[config.mk]
export PLATFORM = sky130hd
export DESIGN_NAME = serial_adder_ctrl
export DESIGN_NICKNAME = d
export VERILOG_FILES = /design/src/rtl/serial_adder_ctrl.sv
export SDC_FILE = /design/constraint.sdc
export NUM_CORES = 1
export LEC_CHECK = 0
export ABC_AREA = 1
export CORE_AREA = 2 2 60 62
export DETAILED_ROUTE_END_ITERATION = 8
export DIE_AREA = 0 0 62 64
export PLACE_DENSITY = 0.74
export SYNTH_ARGS = -nofsm -noshare
export SYNTH_HDL_FRONTEND = slang
export SYNTH_SLANG_ARGS = --single-unit
[constraint.sdc]
create_clock -name clk -period 1.6 [get_ports clk]
set_input_delay 0.24 -clock clk [delete_from_list [all_inputs] [get_ports clk]]
set_output_delay 0.24 -clock clk [all_outputs]
set_load 0.02 [all_outputs]
[src/rtl/serial_adder_ctrl.sv]
// Bit-serial WIDTH-bit adder reusing one full-add cell (two half adders + OR), LSB first.
// Optional subtract mode enabled by defining SERIAL_SUB_EN (adds the 'sub' input port).

module half_adder (
  input  logic a_i,
  input  logic b_i,
  output logic s_o,
  output logic c_o
);
  assign s_o = a_i ^ b_i;
  assign c_o = a_i & b_i;
endmodule

module serial_adder_ctrl #(
  parameter int WIDTH = 8
) (
  input  logic             clk,
  input  logic             rst_n,
  input  logic             in_valid,
  output logic             in_ready,
  input  logic [WIDTH-1:0] op_a,
  input  logic [WIDTH-1:0] op_b,
`ifdef SERIAL_SUB_EN
  input  logic             sub,
`endif
  output logic             out_valid,
  input  logic             out_ready,
  output logic [WIDTH-1:0] sum,
  output logic             carry_out,
  output logic             busy
);

  localparam int CW = (WIDTH > 1) ? $clog2(WIDTH) : 1;
  localparam logic [CW-1:0] LAST = CW'(WIDTH - 1);

  // state | meaning
  // IDLE  | waiting for operands, in_ready high
  // RUN   | one bit per cycle through the shared full-add cell
  // DONE  | result held until the consumer takes it
  typedef enum logic [1:0] {IDLE, RUN, DONE} state_t;

  state_t           state_q;
  logic             in_ready_q, out_valid_q, busy_q;
  logic [WIDTH-1:0] a_sh_q, b_sh_q, sum_q;
  logic [WIDTH-1:0] a_sh_d, b_sh_d, sum_d;
  logic             carry_q, carry_d, carry_out_q;
  logic [CW-1:0]    cnt_q;
  logic             s1, c1, c2, bit_res;
  logic [WIDTH-1:0] b_load;
  logic             c_load;

  half_adder u_ha1 (.a_i(a_sh_q[0]), .b_i(b_sh_q[0]), .s_o(s1),      .c_o(c1));
  half_adder u_ha2 (.a_i(s1),        .b_i(carry_q),   .s_o(bit_res), .c_o(c2));

  assign carry_d = c1 | c2;
  assign a_sh_d  = a_sh_q >> 1;
  assign b_sh_d  = b_sh_q >> 1;

  generate
    if (WIDTH == 1) begin : g_sum_w1
      assign sum_d = bit_res;
    end else begin : g_sum_wn
      assign sum_d = {bit_res, sum_q[WIDTH-1:1]};
    end
  endgenerate

`ifdef SERIAL_SUB_EN
  // Two's-complement subtract: invert B and inject a carry-in of one.
  assign b_load = sub ? ~op_b : op_b;
  assign c_load = sub;
`else
  assign b_load = op_b;
  assign c_load = 1'b0;
`endif

  always_ff @(posedge clk or negedge rst_n) begin
    if (!rst_n) begin
      state_q     <= IDLE;
      in_ready_q  <= 1'b1;
      out_valid_q <= 1'b0;
      busy_q      <= 1'b0;
      a_sh_q      <= '0;
      b_sh_q      <= '0;
      sum_q       <= '0;
      carry_q     <= 1'b0;
      carry_out_q <= 1'b0;
      cnt_q       <= '0;
    end else begin
      case (state_q)
        IDLE: begin
          if (in_valid) begin
            a_sh_q     <= op_a;
            b_sh_q     <= b_load;
            carry_q    <= c_load;
            cnt_q      <= '0;
            state_q    <= RUN;
            in_ready_q <= 1'b0;
            busy_q     <= 1'b1;
          end
        end
        RUN: begin
          sum_q   <= sum_d;
          a_sh_q  <= a_sh_d;
          b_sh_q  <= b_sh_d;
          carry_q <= carry_d;
          cnt_q   <= cnt_q + CW'(1);
          if (cnt_q == LAST) begin
            carry_out_q <= carry_d;
            state_q     <= DONE;
            busy_q      <= 1'b0;
            out_valid_q <= 1'b1;
          end
        end
        DONE: begin
          if (out_ready) begin
            state_q     <= IDLE;
            out_valid_q <= 1'b0;
            in_ready_q  <= 1'b1;
          end
        end
        default: state_q <= IDLE;
      endcase
    end
  end

  assign in_ready  = in_ready_q;
  assign out_valid = out_valid_q;
  assign busy      = busy_q;
  assign sum       = sum_q;
  assign carry_out = carry_out_q;

endmodule

==> flow_results.xml, run 1 <==
<?xml version="1.0" encoding="UTF-8"?>
<metrics>
  <group name="cts">
    <metric name="clock_path_buffers" unit="">2</metric>
    <metric name="worst_skew_pair_latency" unit="ns">0.33</metric>
    <metric name="cts-root-buf" unit="">sky130_fd_sc_hd__clkbuf_4</metric>
    <metric name="clk_transition_reported_paths" unit="ns">0.10</metric>
    <metric name="cts_tree" unit="">built</metric>
    <metric name="numCtsBuffers" unit="">5</metric>
    <metric name="post_cts.repair.setup_buffers" unit="">0</metric>
    <metric name="clock_sink_count" unit="">34</metric>
    <metric name="htree_num_levels" unit="">2</metric>
  </group>
  <group name="worst_hold_path">
    <metric name="worstHoldPathType" unit="">primary input to asynchronous set/reset pin</metric>
  </group>
  <group name="synth">
    <metric name="synth-main-ff-cell" unit="">sky130_fd_sc_hd__dfrtp_1</metric>
    <metric name="yosysTopAreaCellShare" unit="%">53.8</metric>
    <metric name="synth-async-reset-ratio" unit="%">100</metric>
    <metric name="synthDistinctLibCells" unit="">16</metric>
    <metric name="ys_seq_elements" unit="">34</metric>
    <metric name="synth.top_cells.by_area" unit="">sky130_fd_sc_hd__dfrtp_1 (54%), sky130_fd_sc_hd__nand2_1 (25%), sky130_fd_sc_hd__nand3_1 (4.6%)</metric>
    <metric name="yosys_warnings" unit="">0</metric>
    <metric name="synth_sequential_area_ratio" unit="%">55.5</metric>
    <metric name="synthesis.area" unit="sq mm">0.00154</metric>
    <metric name="synth_most_common_cell" unit="">sky130_fd_sc_hd__nand2_1</metric>
    <metric name="synth-edff-count" unit="">0</metric>
    <metric name="syn-num-nets" unit="">213</metric>
    <metric name="yosys-top-cells-count" unit="">sky130_fd_sc_hd__nand2_1 (104), sky130_fd_sc_hd__dfrtp_1 (33), sky130_fd_sc_hd__nand3_1 (14)</metric>
    <metric name="syn-instance-count" unit="">190</metric>
    <metric name="synth.avg_cell_area" unit="sq um">8.08</metric>
    <metric name="synth_top_area_cell" unit="">sky130_fd_sc_hd__dfrtp_1</metric>
  </group>
  <group name="die">
    <metric name="floorplan.io_pins" unit="">32</metric>
    <metric name="num_rows" unit="">21</metric>
    <metric name="fp.dieH" unit="um">64</metric>
    <metric name="core_area" unit="sq mm">0.00328</metric>
    <metric name="die_area" unit="sq mm">0.00397</metric>
    <metric name="initial_core_util" unit="%">46.7</metric>
    <metric name="die_w" unit="um">62</metric>
  </group>
  <group name="grt">
    <metric name="globalRouteOverflowTotal" unit="">0</metric>
    <metric name="number_of_antenna_violations_at_the_first_check_in_global_routing" unit="">0</metric>
    <metric name="globalRouteTotalUtil" unit="%">16.7</metric>
    <metric name="grt_pass1_vias" unit="">1118</metric>
    <metric name="grt_first_pass_wirelength" unit="mm">4.94</metric>
    <metric name="grt_start_max_net_pins" unit="">35</metric>
  </group>
  <group name="timing">
    <metric name="finalSetupViolations" unit="">0</metric>
    <metric name="fin_crit_sh" unit="%">96.1</metric>
    <metric name="final_hold_viol_count" unit="">0</metric>
    <metric name="max-slew-margin-rel" unit="%">70.9</metric>
    <metric name="setup_ws" unit="ns">0.0622</metric>
    <metric name="timing.clock.skew" unit="ns">0.00715</metric>
    <metric name="max_freq" unit="MHz">650</metric>
    <metric name="fin_tns_setup" unit="ns">0</metric>
    <metric name="tightest_slew" unit="ns">0.435</metric>
    <metric name="setup_repair_after_global_routing_missed_its_margin" unit="">no</metric>
    <metric name="finalCriticalPeriod" unit="ns">1.54</metric>
    <metric name="slew_viol_final" unit="">0</metric>
  </group>
  <group name="setup_path">
    <metric name="slowest_stage" unit="">sky130_fd_sc_hd__clkdlybuf4s50_1</metric>
    <metric name="start_kind" unit="">register</metric>
    <metric name="critical_path_class" unit="">register to primary output</metric>
    <metric name="critical-path-max-stage-delay" unit="ns">0.60</metric>
    <metric name="timing.critical_path.from" unit="">carry_out</metric>
    <metric name="crit_arrival" unit="ns">1.30</metric>
    <metric name="cp_buf_inv_count" unit="">1</metric>
    <metric name="required_worst_endpoint" unit="ns">1.36</metric>
    <metric name="worstSetupEndpointType" unit="">primary output</metric>
    <metric name="reg2reg_from" unit="">state_q[1]</metric>
    <metric name="crit_path_cell_trace" unit="">clkdlybuf4s50_1</metric>
    <metric name="critical_path_peak_fanout" unit="">2</metric>
    <metric name="critical_path.top_delay_family" unit="">buffers and inverters</metric>
  </group>
  <group name="final_layout">
    <metric name="area_delta_synth_final" unit="%">28.4</metric>
    <metric name="fin_area" unit="sq mm">0.00197</metric>
    <metric name="nNetsFinal" unit="">247</metric>
    <metric name="antennaDiodeCount" unit="">0</metric>
    <metric name="fraction_of_layout_cells_with_a_size_suffix_above_1" unit="%">7.11</metric>
  </group>
  <group name="detailed_routing">
    <metric name="first_iter_violations" unit="">83</metric>
    <metric name="detail_route.wirelength" unit="mm">2.97</metric>
    <metric name="routed_wire_length_per_instance" unit="um">11.0</metric>
    <metric name="via_per_inst" unit="">4.63</metric>
    <metric name="drt_pass1_iterations" unit="">5</metric>
    <metric name="detailroute.via_count" unit="">1256</metric>
    <metric name="remaining_drc_errors" unit="">0</metric>
    <metric name="detail-route-antenna-nets" unit="">0</metric>
  </group>
  <group name="power">
    <metric name="power_leakage" unit="nW">1.10</metric>
    <metric name="vdd.ir_drop.worst" unit="V">0.000858</metric>
    <metric name="finalPower" unit="W">0.00345</metric>
    <metric name="power_density" unit="mW/mm^2">1750</metric>
  </group>
  <group name="place">
    <metric name="routabilityCongestion" unit="">0.750</metric>
    <metric name="dpl.hpwl" unit="mm">2.02</metric>
    <metric name="detailed_place.area" unit="sq mm">0.00190</metric>
    <metric name="dp_worst_setup_slack" unit="ns">0.202</metric>
    <metric name="io_buffers" unit="">31</metric>
  </group>
  <group name="run">
    <metric name="max-cap-violations" unit="">0</metric>
  </group>
  <group name="run_status">
    <metric name="status" unit="">finished, final reports clean</metric>
  </group>
</metrics>
[kinds of logic (layout without fill, tap and decap cells)]
kind of cell	Yosys count	in the layout	synth area share, %
and+or+nand+nor	121	121	30.9
DFF	34	34	55.5
buffers and inverters	18	53	5.87
adders and majority gates	3	3	2.93
AOI/OAI and AO/OA	14	14	4.81
[sequential cells by signal, indices dropped and copies added, names as in the netlist]
signal / cells
carry_out: 1
sum: 8
busy: 1
carry_q: 1
in_ready: 1
out_valid: 1
state_q: 2
b_sh_q: 8
a_sh_q: 8
cnt_q: 3
[layout make-up]
class                           instances  area, sq um
Sequential cell                        34          852
Clock buffer                            7         55.1
Fill cell                             322         1310
Inverter                                9         33.8
Clock inverter                          1         5.00
Multi-Input combinational cell        138          593
Timing Repair Buffer                   36          374
Tap cell                               46         57.6
[cell usage in the layout, fill, tap and decap left out, types with 2 or more instances in the layout]
cell,synthesis,final
sky130_fd_sc_hd__nor2_1,2,2
sky130_fd_sc_hd__dfrtp_1,33,33
sky130_fd_sc_hd__buf_4,2,4
sky130_fd_sc_hd__nand2_1,104,104
sky130_fd_sc_hd__clkbuf_4,0,5
sky130_fd_sc_hd__nand3_1,14,14
sky130_fd_sc_hd__o21ai_1,3,3
sky130_fd_sc_hd__o21ai_0,10,10
sky130_fd_sc_hd__ha_1,2,2
sky130_fd_sc_hd__clkdlybuf4s50_1,0,24
sky130_fd_sc_hd__inv_1,8,8
sky130_fd_sc_hd__dlymetal6s2s_1,0,6
[layer usage]
metal  GRT usage (%)  share of wire [%]  wire length (um)
met5               0                  0                 0
met4            7.18                1.9                55
met3            4.86                4.6               136
met2            22.3                 45              1320
met1            25.0                 49              1450
[worst register-to-register path, delay by kind of cell, from the launching register on]
kind	cells	cell delay, ns
simple gates	5	0.61
buf+inv	1	0.14
flops	1	0.42
[path summary, 6_finish.rpt]
check                      slack, ns  depth (start not counted)   endpoint
setup / recovery                0.06                          1  carry_out
hold / removal                  0.26                          2  b_sh_q[2]
setup reg to reg                0.32                          6  b_sh_q[0]
hold reg to reg                 0.48                          2   cnt_q[1]
max in group asynchronous       1.10                          2   in_ready
min in group clk                0.43                          3  a_sh_q[7]
[what timing repair did]
action | in CTS | in global routing
endpoints found under the hold margin | 0 | 0
gates resized for setup | 1 | 6
setup endpoints to repair | 1 | 6
hold buffers | 0 | 0
pin swaps | 0 | 0
[stage by stage]
step	std cells	hold WS, ns	utilization [%]
floorplan	190	-0.0556	-
global placement	263	0.459	57.8
detailed placement	263	0.462	57.8
CTS	271	0.264	59.5
global route	271	0.260	60.0
finish	271	0.255	60.0
[power breakdown]
group          total (W)  internal [W]  switching, W
Clock           0.000495      0.000213      0.000282
Sequential       0.00143       0.00122      0.000211
Combinational    0.00152      0.000621      0.000901
Total            0.00345       0.00206       0.00139
Power figures use the tool's default switching activity.
==> run 2, diff against run 1 <==
Settings changed: ABC_AREA 1 to not set, CORE_AREA 2 2 60 62 to 2 2 59 61, DIE_AREA 0 0 62 64 to 0 0 61 63, PLACE_DENSITY 0.74 to 0.75.
==> run 2 against run 1 <==
Fmax increased by 5.7%. First-iteration DRC count decreased by 30%. Power increased by 6.3%. Synthesized cell count decreased by 21%. Count of clock-buffer cells in the layout decreased by 1. Critical path type unchanged. Critical endpoint is now in_ready. Largest power group is now registers.
==> flow_results.xml, run 2 <==
<?xml version="1.0" encoding="UTF-8"?>
<metrics>
  <group name="synth">
    <metric name="synth-main-ff-cell" unit="">sky130_fd_sc_hd__dfrtp_1</metric>
    <metric name="synth.top_cells.by_area" unit="">sky130_fd_sc_hd__dfrtp_1 (55%), sky130_fd_sc_hd__o22ai_1 (12%), sky130_fd_sc_hd__nand2_1 (7.7%)</metric>
    <metric name="synth_sequential_area_ratio" unit="%">56.2</metric>
    <metric name="synthesis.area" unit="sq mm">0.00152</metric>
    <metric name="synth.avg_cell_area" unit="sq um">10.1</metric>
    <metric name="yosysTopAreaCellShare" unit="%">54.5</metric>
    <metric name="synth_top_area_cell" unit="">sky130_fd_sc_hd__dfrtp_1</metric>
    <metric name="yosys_warnings" unit="">0</metric>
    <metric name="synthDistinctLibCells" unit="">22</metric>
    <metric name="synth-async-reset-ratio" unit="%">100</metric>
    <metric name="yosys-top-cells-count" unit="">sky130_fd_sc_hd__dfrtp_1 (33), sky130_fd_sc_hd__nand2_1 (31), sky130_fd_sc_hd__o22ai_1 (28)</metric>
    <metric name="syn-instance-count" unit="">150</metric>
    <metric name="ys_seq_elements" unit="">34</metric>
    <metric name="synth_most_common_cell" unit="">sky130_fd_sc_hd__dfrtp_1</metric>
    <metric name="syn-num-nets" unit="">173</metric>
    <metric name="synth-edff-count" unit="">0</metric>
  </group>
  <group name="timing">
    <metric name="setup_repair_after_global_routing_missed_its_margin" unit="">no</metric>
    <metric name="fin_crit_sh" unit="%">90.9</metric>
    <metric name="final_hold_viol_count" unit="">0</metric>
    <metric name="timing.clock.skew" unit="ns">0.00920</metric>
    <metric name="finalSetupViolations" unit="">0</metric>
    <metric name="slew_viol_final" unit="">0</metric>
    <metric name="max_freq" unit="MHz">687</metric>
    <metric name="finalCriticalPeriod" unit="ns">1.45</metric>
    <metric name="fin_tns_setup" unit="ns">0</metric>
    <metric name="tightest_slew" unit="ns">0.481</metric>
    <metric name="max-slew-margin-rel" unit="%">67.9</metric>
  </group>
  <group name="detailed_routing">
    <metric name="routed_wire_length_per_instance" unit="um">14.4</metric>
    <metric name="detail_route.wirelength" unit="mm">3.26</metric>
    <metric name="first_iter_violations" unit="">58</metric>
    <metric name="remaining_drc_errors" unit="">0</metric>
    <metric name="drt_pass1_iterations" unit="">4</metric>
    <metric name="via_per_inst" unit="">5.54</metric>
    <metric name="detail-route-antenna-nets" unit="">0</metric>
    <metric name="detailroute.via_count" unit="">1258</metric>
  </group>
  <group name="final_layout">
    <metric name="fraction_of_layout_cells_with_a_size_suffix_above_1" unit="%">7.73</metric>
    <metric name="nNetsFinal" unit="">204</metric>
    <metric name="finalCoreUtilization" unit="%">60.2</metric>
    <metric name="antennaDiodeCount" unit="">0</metric>
    <metric name="mostFrequentLayoutCells" unit="">sky130_fd_sc_hd__dfrtp_1 (33), sky130_fd_sc_hd__nand2_1 (31), sky130_fd_sc_hd__o22ai_1 (28)</metric>
    <metric name="layout_commonest_cell" unit="">sky130_fd_sc_hd__dfrtp_1</metric>
    <metric name="area_delta_synth_final" unit="%">28.4</metric>
  </group>
  <group name="grt">
    <metric name="globalRouteOverflowTotal" unit="">0</metric>
    <metric name="gr-max-usage-layer" unit="">met2</metric>
    <metric name="met1_usage" unit="%">23.6</metric>
    <metric name="grt_start_max_net_pins" unit="">35</metric>
    <metric name="grt_pass1_vias" unit="">1200</metric>
    <metric name="globalRouteMet2Util" unit="%">29.8</metric>
    <metric name="number_of_antenna_violations_at_the_first_check_in_global_routing" unit="">0</metric>
    <metric name="grt_util_met3" unit="%">6.83</metric>
    <metric name="grt_first_pass_wirelength" unit="mm">5.46</metric>
    <metric name="globalRouteTotalUtil" unit="%">19.5</metric>
  </group>
  <group name="power">
    <metric name="power_leakage" unit="nW">0.942</metric>
    <metric name="power_density" unit="mW/mm^2">1890</metric>
    <metric name="vdd.ir_drop.worst" unit="V">0.000965</metric>
  </group>
  <group name="setup_path">
    <metric name="worstSetupEndpointType" unit="">primary output</metric>
    <metric name="worstRegToRegCells" unit="">4</metric>
    <metric name="crit_path_cell_trace" unit="">dlygate4sd2_1</metric>
    <metric name="cp_buf_inv_count" unit="">1</metric>
    <metric name="r2r_slack" unit="ns">0.22</metric>
    <metric name="start_kind" unit="">register</metric>
    <metric name="r2r_end" unit="">carry_out</metric>
    <metric name="critical_path_class" unit="">register to primary output</metric>
    <metric name="critical_path.top_delay_family" unit="">flip-flops</metric>
    <metric name="crit_arrival" unit="ns">1.21</metric>
    <metric name="critical_path_peak_fanout" unit="">3</metric>
    <metric name="reg2reg_from" unit="">cnt_q[0]</metric>
    <metric name="required_worst_endpoint" unit="ns">1.36</metric>
    <metric name="critical-path-max-stage-delay" unit="ns">0.55</metric>
    <metric name="slowest_stage" unit="">sky130_fd_sc_hd__dfstp_2</metric>
  </group>
  <group name="place">
    <metric name="routabilityCongestion" unit="">0.773</metric>
    <metric name="io_buffers" unit="">31</metric>
    <metric name="dpl.hpwl" unit="mm">2.25</metric>
  </group>
  <group name="cts">
    <metric name="clock_sink_count" unit="">34</metric>
    <metric name="numCtsBuffers" unit="">5</metric>
    <metric name="postCtsHoldBufs" unit="">0</metric>
    <metric name="post_cts.repair.setup_buffers" unit="">0</metric>
    <metric name="worst_skew_pair_latency" unit="ns">0.34</metric>
    <metric name="clock_path_buffers" unit="">2</metric>
    <metric name="htree_num_levels" unit="">2</metric>
    <metric name="clk_transition_reported_paths" unit="ns">0.10</metric>
    <metric name="cts-root-buf" unit="">sky130_fd_sc_hd__clkbuf_4</metric>
    <metric name="cts_tree" unit="">built</metric>
  </group>
  <group name="die">
    <metric name="die_w" unit="um">61</metric>
    <metric name="num_rows" unit="">21</metric>
    <metric name="floorplan.io_pins" unit="">32</metric>
    <metric name="die_area" unit="sq mm">0.00384</metric>
    <metric name="core_area" unit="sq mm">0.00323</metric>
    <metric name="fp.dieH" unit="um">63</metric>
    <metric name="initial_core_util" unit="%">46.9</metric>
  </group>
  <group name="worst_hold_path">
    <metric name="worstHoldPathType" unit="">primary input to asynchronous set/reset pin</metric>
  </group>
  <group name="run">
    <metric name="max-cap-violations" unit="">0</metric>
  </group>
  <group name="run_status">
    <metric name="status" unit="">finished, final reports clean</metric>
  </group>
</metrics>
[run 2: changes by cell type in the layout (fill, tap and decap cells not counted), moves of 3 or more]
cell / before / now
sky130_fd_sc_hd__a21oi_1: 0 / 19
sky130_fd_sc_hd__a22o_1: 0 / 3
sky130_fd_sc_hd__clkdlybuf4s50_1: 24 / 19
sky130_fd_sc_hd__dlymetal6s2s_1: 6 / 10
sky130_fd_sc_hd__inv_1: 8 / 2
sky130_fd_sc_hd__nand2_1: 104 / 31
sky130_fd_sc_hd__nand3_1: 14 / 0
sky130_fd_sc_hd__o21ai_1: 3 / 0
sky130_fd_sc_hd__o22ai_1: 0 / 28
[run 2: what timing repair did]
action	in CTS	in global routing
endpoints found under the setup margin	2	10
hold endpoints to repair	0	0
resized for setup	2	10
[run 2: layout make-up]
type / count / area, sq um
Sequential cell: 34 / 852
Clock inverter: 1 / 30.0
Fill cell: 300 / 1290
Clock buffer: 6 / 51.3
Tap cell: 46 / 57.6
Timing Repair Buffer: 34 / 368
Inverter: 3 / 11.3
Multi-Input combinational cell: 103 / 576
[run 2: cells by family (layout without fill, tap and decap cells)]
kind of cell             count (synthesis)  after routing  synth area share (%)
AO/OA/AOI/OAI                           59             59                  22.7
AND/OR/NAND/NOR                         40             40                  11.6
flip-flops                              34             34                  56.2
buffers and inverters                   13             44                  5.78
adder cells (fa/ha/maj)                  3              3                  2.97
multiplexers                             1              1                 0.743
[run 2: per-stage QoR]
stage	total power [W]	hold WS, ns	cell area, sq um	instances	setup slack, ns
floorplan	0.00259	-0.0556	1520	150	0.341
global route	0.00396	0.247	1950	227	0.0974
global placement	0.00297	0.461	1840	220	0.162
detailed placement	0.00308	0.466	1840	220	0.0502
finish	0.00367	0.264	1950	227	0.145
CTS	0.00372	0.257	1920	227	0.00302
[run 2: how the worst max path moves through the flow]
stage | startpoint | endpoint | slack [ns] | depth (start not counted)
after floorplan | cnt_q[0] | carry_out | 0.34 | 4
after global placement | in_valid | b_sh_q[4] | 0.16 | 4
after detailed placement | in_valid | a_sh_q[1] | 0.05 | 4
after CTS | sum[2] | sum[2] | 0.003 | 1
after global routing | in_ready | in_ready | 0.1 | 1
final | in_ready | in_ready | 0.15 | 1
[run 2: routing by layer]
metal | vias to the layer above | wire length (um)
li1 | 600 | -
met1 | 599 | 1310
met2 | 47 | 1630
met3 | 12 | 211
met4 | 0 | 114
met5 | - | 0
[run 2: report_power, final]
group / total (W) / switching [W] / leakage, nW / internal [W]
registers: 0.00156 / 0.000314 / 0.405 / 0.00124
logic: 0.00147 / 0.000807 / 0.493 / 0.000660
clock network: 0.000643 / 0.000280 / 0.0443 / 0.000364
[run 2: worst register-to-register path, stage by stage (launching register included)]
cell and delay (ns):
sky130_fd_sc_hd__dfrtp_1 0.41, sky130_fd_sc_hd__ha_1 0.21, sky130_fd_sc_hd__ha_1 0.21, sky130_fd_sc_hd__nand2_1 0.11
sky130_fd_sc_hd__mux2_1 0.33
==> run 3, diff against run 2 <==
Settings changed: CAP_MARGIN set to 40.
==> results of run 3 <==
The final DEF is identical to that of run 2; final timing and power are the same.
